File: src/rtl/regfile_write_arbiter.sv
// -----------------------------------------------------------------------------
// regfile_write_arbiter
//
// Shares the register file's single write port between two writeback
// requesters: the ALU result path (source 0) and the memory-load path
// (source 1). Each requester hands over one write per handshake into its own
// one-entry holding buffer. Every cycle at most one buffered write is granted.
// The granted write appears on the registered Write_* outputs at the next
// rising edge.
//
// Optional feature (macro REGFILE_ARB_ROUND_ROBIN_EN):
//   undefined - fixed priority, MEM wins a contested grant, no pointer state.
//   defined   - a 1-bit pointer names the preferred source and flips to the
//               loser after every contested grant.
//   In both builds a same-address conflict always issues MEM first, so the
//   ALU value is the one left in the register.
//
// Ports:
//   Clock          in   system clock, rising edge
//   Reset          in   synchronous, active-high reset
//   alu_valid      in   ALU writeback request valid
//   alu_ready      out  ALU request accepted when valid && ready
//   alu_addr       in   ALU destination register  [ADDR_W]
//   alu_data       in   ALU result                [DATA_W]
//   mem_valid      in   load writeback request valid
//   mem_ready      out  load request accepted when valid && ready
//   mem_addr       in   load destination register [ADDR_W]
//   mem_data       in   load data                 [DATA_W]
//   Write_Enable   out  register-file write strobe (registered)
//   Write_Register out  register-file write index  (registered)
//   Write_Data     out  register-file write data   (registered)
//   grant_src      out  source of current write, 0 = ALU, 1 = MEM (registered)
//   busy           out  either holding buffer occupied
// -----------------------------------------------------------------------------
module regfile_write_arbiter #(
  parameter int DATA_W  = 32,
  parameter int ADDR_W  = 5,
  parameter int NUM_SRC = 2
) (
  input  logic                       Clock,
  input  logic                       Reset,
  input  logic                       alu_valid,
  output logic                       alu_ready,
  input  logic [ADDR_W-1:0]          alu_addr,
  input  logic [DATA_W-1:0]          alu_data,
  input  logic                       mem_valid,
  output logic                       mem_ready,
  input  logic [ADDR_W-1:0]          mem_addr,
  input  logic [DATA_W-1:0]          mem_data,
  output logic                       Write_Enable,
  output logic [ADDR_W-1:0]          Write_Register,
  output logic [DATA_W-1:0]          Write_Data,
  output logic [$clog2(NUM_SRC)-1:0] grant_src,
  output logic                       busy
);

  localparam int SRC_W = $clog2(NUM_SRC);
  localparam logic [SRC_W-1:0] SRC_ALU = 1'b0;
  localparam logic [SRC_W-1:0] SRC_MEM = 1'b1;

  // Register 0 is hard-wired to zero, so writes to it carry no information.
  function automatic logic addr_is_live(input logic [ADDR_W-1:0] addr);
    return (addr != {ADDR_W{1'b0}});
  endfunction

  // Holding buffers
  logic              buf_alu_valid_r;
  logic [ADDR_W-1:0] buf_alu_addr_r;
  logic [DATA_W-1:0] buf_alu_data_r;
  logic              buf_mem_valid_r;
  logic [ADDR_W-1:0] buf_mem_addr_r;
  logic [DATA_W-1:0] buf_mem_data_r;

  // Arbitration results
  logic              both_s;
  logic              same_addr_s;
  logic              contested_s;
  logic              grant_alu_s;
  logic              grant_mem_s;
  logic              grant_any_s;
  logic              alu_accept_s;
  logic              mem_accept_s;
  logic [ADDR_W-1:0] issue_addr_s;
  logic [DATA_W-1:0] issue_data_s;
  logic [SRC_W-1:0]  issue_src_s;

`ifdef REGFILE_ARB_ROUND_ROBIN_EN
  logic [SRC_W-1:0]  rr_ptr_r;
`endif

  assign both_s      = buf_alu_valid_r && buf_mem_valid_r;
  assign same_addr_s = both_s && (buf_alu_addr_r == buf_mem_addr_r);
  // Only a different-address conflict is a real choice; same-address is ordered.
  assign contested_s = both_s && !same_addr_s;
  assign grant_any_s = grant_alu_s || grant_mem_s;

  // Ready depends only on registered state: an empty buffer, or one that is
  // draining this cycle, can take a new entry at the coming edge.
  assign alu_ready    = !buf_alu_valid_r || grant_alu_s;
  assign mem_ready    = !buf_mem_valid_r || grant_mem_s;
  assign alu_accept_s = alu_valid && alu_ready;
  assign mem_accept_s = mem_valid && mem_ready;

  assign busy = buf_alu_valid_r || buf_mem_valid_r;

  // Grant selection over the occupied buffers
  always_comb begin
    grant_alu_s = 1'b0;
    grant_mem_s = 1'b0;
    if (both_s) begin
      if (same_addr_s) begin
        // MEM first so the younger ALU value lands last.
        grant_mem_s = 1'b1;
      end else begin
`ifdef REGFILE_ARB_ROUND_ROBIN_EN
        if (rr_ptr_r == SRC_ALU) begin
          grant_alu_s = 1'b1;
        end else begin
          grant_mem_s = 1'b1;
        end
`else
        grant_mem_s = 1'b1;
`endif
      end
    end else if (buf_alu_valid_r) begin
      grant_alu_s = 1'b1;
    end else if (buf_mem_valid_r) begin
      grant_mem_s = 1'b1;
    end else begin
      grant_alu_s = 1'b0;
      grant_mem_s = 1'b0;
    end
  end

  // Write-port mux from the granted buffer
  always_comb begin
    issue_addr_s = buf_alu_addr_r;
    issue_data_s = buf_alu_data_r;
    issue_src_s  = SRC_ALU;
    if (grant_mem_s) begin
      issue_addr_s = buf_mem_addr_r;
      issue_data_s = buf_mem_data_r;
      issue_src_s  = SRC_MEM;
    end else begin
      issue_addr_s = buf_alu_addr_r;
      issue_data_s = buf_alu_data_r;
      issue_src_s  = SRC_ALU;
    end
  end

  // ALU holding buffer: a refill takes precedence over the drain on the same edge
  always_ff @(posedge Clock) begin
    if (Reset) begin
      buf_alu_valid_r <= 1'b0;
      buf_alu_addr_r  <= {ADDR_W{1'b0}};
      buf_alu_data_r  <= {DATA_W{1'b0}};
    end else if (alu_accept_s && addr_is_live(alu_addr)) begin
      buf_alu_valid_r <= 1'b1;
      buf_alu_addr_r  <= alu_addr;
      buf_alu_data_r  <= alu_data;
    end else if (grant_alu_s) begin
      buf_alu_valid_r <= 1'b0;
    end else begin
      buf_alu_valid_r <= buf_alu_valid_r;
    end
  end

  // MEM holding buffer: same policy as the ALU buffer
  always_ff @(posedge Clock) begin
    if (Reset) begin
      buf_mem_valid_r <= 1'b0;
      buf_mem_addr_r  <= {ADDR_W{1'b0}};
      buf_mem_data_r  <= {DATA_W{1'b0}};
    end else if (mem_accept_s && addr_is_live(mem_addr)) begin
      buf_mem_valid_r <= 1'b1;
      buf_mem_addr_r  <= mem_addr;
      buf_mem_data_r  <= mem_data;
    end else if (grant_mem_s) begin
      buf_mem_valid_r <= 1'b0;
    end else begin
      buf_mem_valid_r <= buf_mem_valid_r;
    end
  end

`ifdef REGFILE_ARB_ROUND_ROBIN_EN
  // Preference pointer: after a contested grant the loser becomes preferred
  always_ff @(posedge Clock) begin
    if (Reset) begin
      rr_ptr_r <= SRC_ALU;
    end else if (contested_s) begin
      rr_ptr_r <= grant_alu_s ? SRC_MEM : SRC_ALU;
    end else begin
      rr_ptr_r <= rr_ptr_r;
    end
  end
`endif

  // Registered write port; index/data/source hold their last values when idle
  always_ff @(posedge Clock) begin
    if (Reset) begin
      Write_Enable   <= 1'b0;
      Write_Register <= {ADDR_W{1'b0}};
      Write_Data     <= {DATA_W{1'b0}};
      grant_src      <= SRC_ALU;
    end else if (grant_any_s) begin
      Write_Enable   <= 1'b1;
      Write_Register <= issue_addr_s;
      Write_Data     <= issue_data_s;
      grant_src      <= issue_src_s;
    end else begin
      Write_Enable   <= 1'b0;
    end
  end

`ifndef REGFILE_ARB_ROUND_ROBIN_EN
  // Without the pointer a contested cycle needs no extra state.
  logic unused_contested_s;
  assign unused_contested_s = contested_s;
`endif

endmodule

File: config.mk
export PLATFORM = sky130hd
export DESIGN_NAME = regfile_write_arbiter
export DESIGN_NICKNAME = d
export VERILOG_FILES = /design/src/rtl/regfile_write_arbiter.sv
export SDC_FILE = /design/constraint.sdc
export NUM_CORES = 1
export LEC_CHECK = 0
export BUFFER_PORTS_ARGS = -buffer_cell sky130_fd_sc_hd__buf_2
export CORE_MARGIN = 1.5
export CORE_UTILIZATION = 40
export DETAILED_ROUTE_END_ITERATION = 10
export PLACE_DENSITY_LB_ADDON = 0.2
export SYNTH_ARGS = -nofsm -noshare
export SYNTH_HDL_FRONTEND = slang
export SYNTH_SLANG_ARGS = --single-unit
File: constraint.sdc
create_clock -name Clock -period 1.4 [get_ports Clock]
set_input_delay 0.21 -clock Clock [delete_from_list [all_inputs] [get_ports Clock]]
set_output_delay 0.21 -clock Clock [all_outputs]
set_load 0.05 [all_outputs]
### Yosys cells after proc, flatten, opt, wreduce, memory -nomap -nowiden

Cells that the tools add are included.

* multiplexer cells: 13
* reduce and logical (&&, ||, !) cells: 15

Operators with widths (number)
* $mux 32: 1
* $mux 1: 11
* $reduce_bool 5->1: 2
* $logic_and 1x1->1: 5
* $mux 5: 1
* $logic_or 1x1->1: 4
* $reduce_bool 2->1: 2
* $logic_not 1->1: 2

* logic and storage cells: 38
* register bits: 115
* input bits: 78

### Logic depth before layout (Yosys ltp)

* word-level depth: 7
* mapped depth: 5

### Least setup slack after synthesis

OpenSTA, ideal clock, no wires.

* path type: register to register
* from: register buf_alu_valid_r
* to: register buf_alu_data_r[10]
* cell stages (with the launch flop): 6
* buffers on the path: 2
* arrival time: 1445 ps
* library setup time: 72 ps
* period minus slack after synthesis: 1517 ps
* data required time: 1328 ps
* setup slack: -117 ps
* path through: dfxtp_1 -> nand2_1 -> o211a_1 -> buf_6 -> buf_8 -> mux2i_1

* longest elaborated chain between the ends: 5

RTL lines
* start: declaration: line 67 `logic buf_alu_valid_r;`
* start signal: assignment: line 164 `buf_alu_valid_r <= buf_alu_valid_r;`
* $mux 1 / $logic_and 1x1->1 (equally long branches): line 125, 91
* $mux 1: line 110 `if (both_s) begin`
* $logic_or 1x1->1 (*): line 99 `assign alu_ready = !buf_alu_valid_r || grant_alu_s;`
* net alu_ready: line 43 `output logic alu_ready,`
* $logic_and 1x1->1 (*): line 101 `assign alu_accept_s = alu_valid && alu_ready;`
* $logic_and 1x1->1 (*): line 157 `end else if (alu_accept_s && addr_is_live(alu_addr)) begin`
* end signal: assignment: line 156 `buf_alu_data_r <= {DATA_W{1'b0}};`
* end signal: assignment: line 160 `buf_alu_data_r <= alu_data;`
* end: declaration: line 69 `logic [DATA_W-1:0] buf_alu_data_r;`

The timed path passes the listed nets; every way through them passes the cells marked *.
A chain may end at the register's enable or synchronous reset.

### Worst setup path in the final report

* from: register buf_alu_valid_r
* to: output port busy

* longest elaborated chain between the ends: 1

RTL lines
* $logic_or 1x1->1: line 104 `assign busy = buf_alu_valid_r || buf_mem_valid_r;`
* end: declaration: line 54 `output logic busy`

Every way passes these cells.

==> Implementation_results.wiki <==
{| class="wikitable"
! Metric !! Value
|-
| Rows || 41
|-
| Critical path cell sequence || buf_12 > or2_4 > buf_8
|-
| Post-place setup slack || -0.191 ns
|-
| Dominant cell by count in the synthesized netlist || sky130_fd_sc_hd__nand2b_1
|-
| Leak Pwr || 3.04 nW
|-
| Via count of the first global-routing pass || between 3,000 and 4,000
|-
| Pwr Total || 8.89 mW
|-
| Delay of the slowest cell on the worst path || approximately 0.35 ns
|-
| DR DRC count || 0
|-
| Most frequently used flop master after synthesis || sky130_fd_sc_hd__dfxtp_1
|-
| Worst min-delay path category || input port to flip-flop
|-
| Number of placed I/O pins || between 100 and 150
|-
| Run status || finished, violations left
|-
| Slowest stage cell, crit path || sky130_fd_sc_hd__dfxtp_4
|-
| Maximum buffer depth of the clock tree || 2
|-
| Drt via density || about 4.6
|-
| First DRT Iteration DRCs || approximately 180
|-
| Global-route met3 utilization || around 5.0%
|-
| Total routing resource utilization after global routing || approximately 17%
|-
| Clock-pin transition on the worst setup and hold timing paths || 0.05 ns
|-
| Count of flip-flops with a built-in enable after synthesis || 0
|-
| Worst Hold Slack || roughly 0.056 ns
|-
| TritonCTS clock tree || done
|-
| Final Max Tran Viols || 0
|-
| Die Span X || between 100 and 150 um
|-
| Number of clock sinks || between 100 and 150
|-
| Mean instance size in the synthesized netlist || between 10 and 15 um^2
|-
| Largest net degree at the start of global routing || 87
|-
| First-pass GRT wire length || 17.4 mm
|-
| Least setup slack across all paths after layout || -0.0671 ns
|-
| Violated checks || negative setup slack
|-
| Max Clk Rate || 0.682 GHz
|-
| Synth unique cells || 27
|-
| Arr. time, crit path || around 1.3 ns
|-
| Height of the die || about 120 um
|-
| Post-route clock skew || 0.00600 ns
|-
| Maximum Capacitance Violations || 0
|-
| Initial Utilization || approximately two fifths
|-
| Overall routed net length || around 11 mm
|-
| Sequential share of the synthesized area || 44.4%
|-
| Time the worst path needs with I/O delays and setup || ~1.5 ns
|-
| Share of the core filled with cells in the final layout || 53.5%
|-
| Placeable core area || 12,600 um^2
|-
| Synthesis Warnings || 0
|-
| Asr flop ratio synth || 0%
|-
| Number of instances in the synthesized netlist || 500
|-
| Ant diodes || 0
|-
| Die area || 13,600 um^2
|-
| Layout cell share with drive strength beyond 1 || between 30% and 40%
|-
| WL/cell || between 10 and 15 um
|-
| CTS H-tree lvls || 4
|-
| Final-report hold violation count || 0
|-
| Initial antenna violation count || 0
|-
| Remaining antenna violation count after routing || 0
|-
| Setup crit end kind || output pin
|-
| Global-route met1 utilization || between 20% and 30%
|-
| Area added between synthesis and finish || 30.3%
|-
| Post-synthesis cell area || about 5200 um^2
|-
| Routed vias || roughly 3,700
|-
| Area fraction of the dominant cell type after synthesis || about 44%
|-
| Layout Nets || ~710
|-
| Largest fanout on the critical path || 2
|-
| TritonCTS Buffers || 17
|-
| Top cells by count, synth || 139 x sky130_fd_sc_hd__nand2b_1, 115 x sky130_fd_sc_hd__dfxtp_1, 103 x sky130_fd_sc_hd__mux2i_1
|-
| Type of element launching the critical path || flip-flop
|-
| Number of storage elements in the synthesis netlist || around 120
|-
| Busiest layer in global routing || met2
|-
| Total Negative Setup Slacks || -0.0944 ns
|-
| Root Driver || sky130_fd_sc_hd__clkbuf_16
|-
| # setup viols final || 2
|-
| HPWL after detailed placement || approximately 7.6 mm
|-
| Fin crit share || 105%
|-
| Final weighted congestion in routability-driven placement || 0.731
|-
| Required @ worst endpoint || around 1.2 ns
|-
| Leading cell types by total area after synthesis || sky130_fd_sc_hd__dfxtp_1 44%, sky130_fd_sc_hd__mux2i_1 20%, sky130_fd_sc_hd__nand2b_1 17%, sky130_fd_sc_hd__mux2_2 8.0%, sky130_fd_sc_hd__nor2_1 2.8%
|-
| Global route overflow || 0
|-
| Worst setup slack for register-to-register paths || around 0.050 ns
|-
| Dominant cell type by area after synthesis || sky130_fd_sc_hd__dfxtp_1
|-
| Later-pin clock latency in the skew report || a little over 0.4 ns
|-
| Peak VDD IR || ~890 uV
|-
| WS Path Type || flip-flop to output pin
|-
| Syn_nets || roughly 580
|-
| Setup repair after global routing missed its margin || true
|-
| Count of port buffers added during placement || roughly 120
|-
| Power density normalized to cell area || 1320 nW/um^2
|-
| Number of iterations in the first detailed-routing pass || 4
|-
| Layout fillers || 1,156
|-
| Met2 track demand over resource || roughly 28%
|}
## power breakdown
part,total (mW),switching (mW),leakage [nW],internal (mW)
logic,1.14,0.595,1.81,0.547
registers,3.57,0.101,0.945,3.47
clock network,4.18,1.40,0.283,2.77
## cell type report
cell class,count,area (um^2),area share [%]
clock buffer,25,495,7.34
clock inverter,5,75.1,1.11
inverter,1,3.75,0.0556
multi-input combinational,346,2670,39.6
sequential,115,2310,34.2
tap,172,215,3.19
timing repair buffer,146,983,14.6
## critical path: cells and delay by family, from the launching register on
family	cells	cell delay, ns
buffers and inverters	2	0.27
flip-flops	1	0.35
AND/OR/NAND/NOR	1	0.23
## cells in the final DEF, fill, tap and decap left out
cell type / n
sky130_fd_sc_hd__bufinv_16: 2
sky130_fd_sc_hd__nand2b_1: 139
sky130_fd_sc_hd__nand4b_1: 3
sky130_fd_sc_hd__dfxtp_2: 1
sky130_fd_sc_hd__nor2_1: 38
sky130_fd_sc_hd__buf_8: 2
sky130_fd_sc_hd__o211a_4: 1
sky130_fd_sc_hd__or4_4: 1
sky130_fd_sc_hd__a21oi_1: 2
sky130_fd_sc_hd__mux2i_2: 1
sky130_fd_sc_hd__or4_1: 1
sky130_fd_sc_hd__buf_4: 17
sky130_fd_sc_hd__mux2_2: 37
sky130_fd_sc_hd__o21ai_1: 3
sky130_fd_sc_hd__nand3b_1: 5
sky130_fd_sc_hd__mux2i_1: 102
sky130_fd_sc_hd__nor2b_1: 2
sky130_fd_sc_hd__conb_1: 1
sky130_fd_sc_hd__o21a_2: 1
sky130_fd_sc_hd__buf_12: 10
sky130_fd_sc_hd__buf_2: 115
sky130_fd_sc_hd__clkbuf_8: 4
sky130_fd_sc_hd__o21ai_0: 6
sky130_fd_sc_hd__clkbuf_1: 4
sky130_fd_sc_hd__dfxtp_4: 1
sky130_fd_sc_hd__or2_4: 1
sky130_fd_sc_hd__clkbuf_16: 19
sky130_fd_sc_hd__dfxtp_1: 113
sky130_fd_sc_hd__inv_1: 1
sky130_fd_sc_hd__nand2_4: 1
sky130_fd_sc_hd__or2b_1: 1
sky130_fd_sc_hd__clkinv_2: 3
## cell families (layout without fill, tap and decap cells)
family	after synthesis	count (layout)	share of synthesized area (%)
AO/OA/AOI/OAI	13	13	1.40
buffers and inverters	39	177	4.47
flip-flops	115	115	44.4
multiplexers	140	140	27.9
other	1	1	0.0724
AND/OR/NAND/NOR	192	192	21.7
## registers in the layout, summed over array words and instances (netlist names)
register and flops:
buf_alu_data_r 32, Write_Data 32, buf_mem_addr_r 5, grant_src 1
buf_alu_addr_r 5, Write_Register 5, Write_Enable 1, buf_mem_data_r 32
buf_alu_valid_r 1, buf_mem_valid_r 1
## per-stage QoR
stage	std cells	area, um^2
after global routing	810	6750
after floorplan	500	5190
final	810	6750
after detailed placement	776	6070
after CTS	808	6690
after global placement	776	6070
## layer usage
metal	up-vias	wire, um
met2	89	5270
met1	1728	5290
met3	23	486
met4	0	291
li1	1909	-
met5	-	0
## repair_timing
action                                  in CTS  in global routing
cloned                                       0                  2
pin swaps                                    1                  1
setup buffers                                2                  0
hold buffers                                 0                  0
endpoints found under the setup margin       2                 36
resized for setup                            9                  2
## path summary, 6_finish.rpt
check                           cells past startpoint         startpoint                 end
worst max-delay path                                3    buf_alu_valid_r                busy
worst min register to register                      2  buf_alu_data_r[5]   buf_alu_data_r[5]
worst max register to register                      5    buf_alu_valid_r      Write_Data[25]
worst min-delay path                                3       alu_data[22]  buf_alu_data_r[22]
Note: power is estimated with default switching activity, not from simulation.
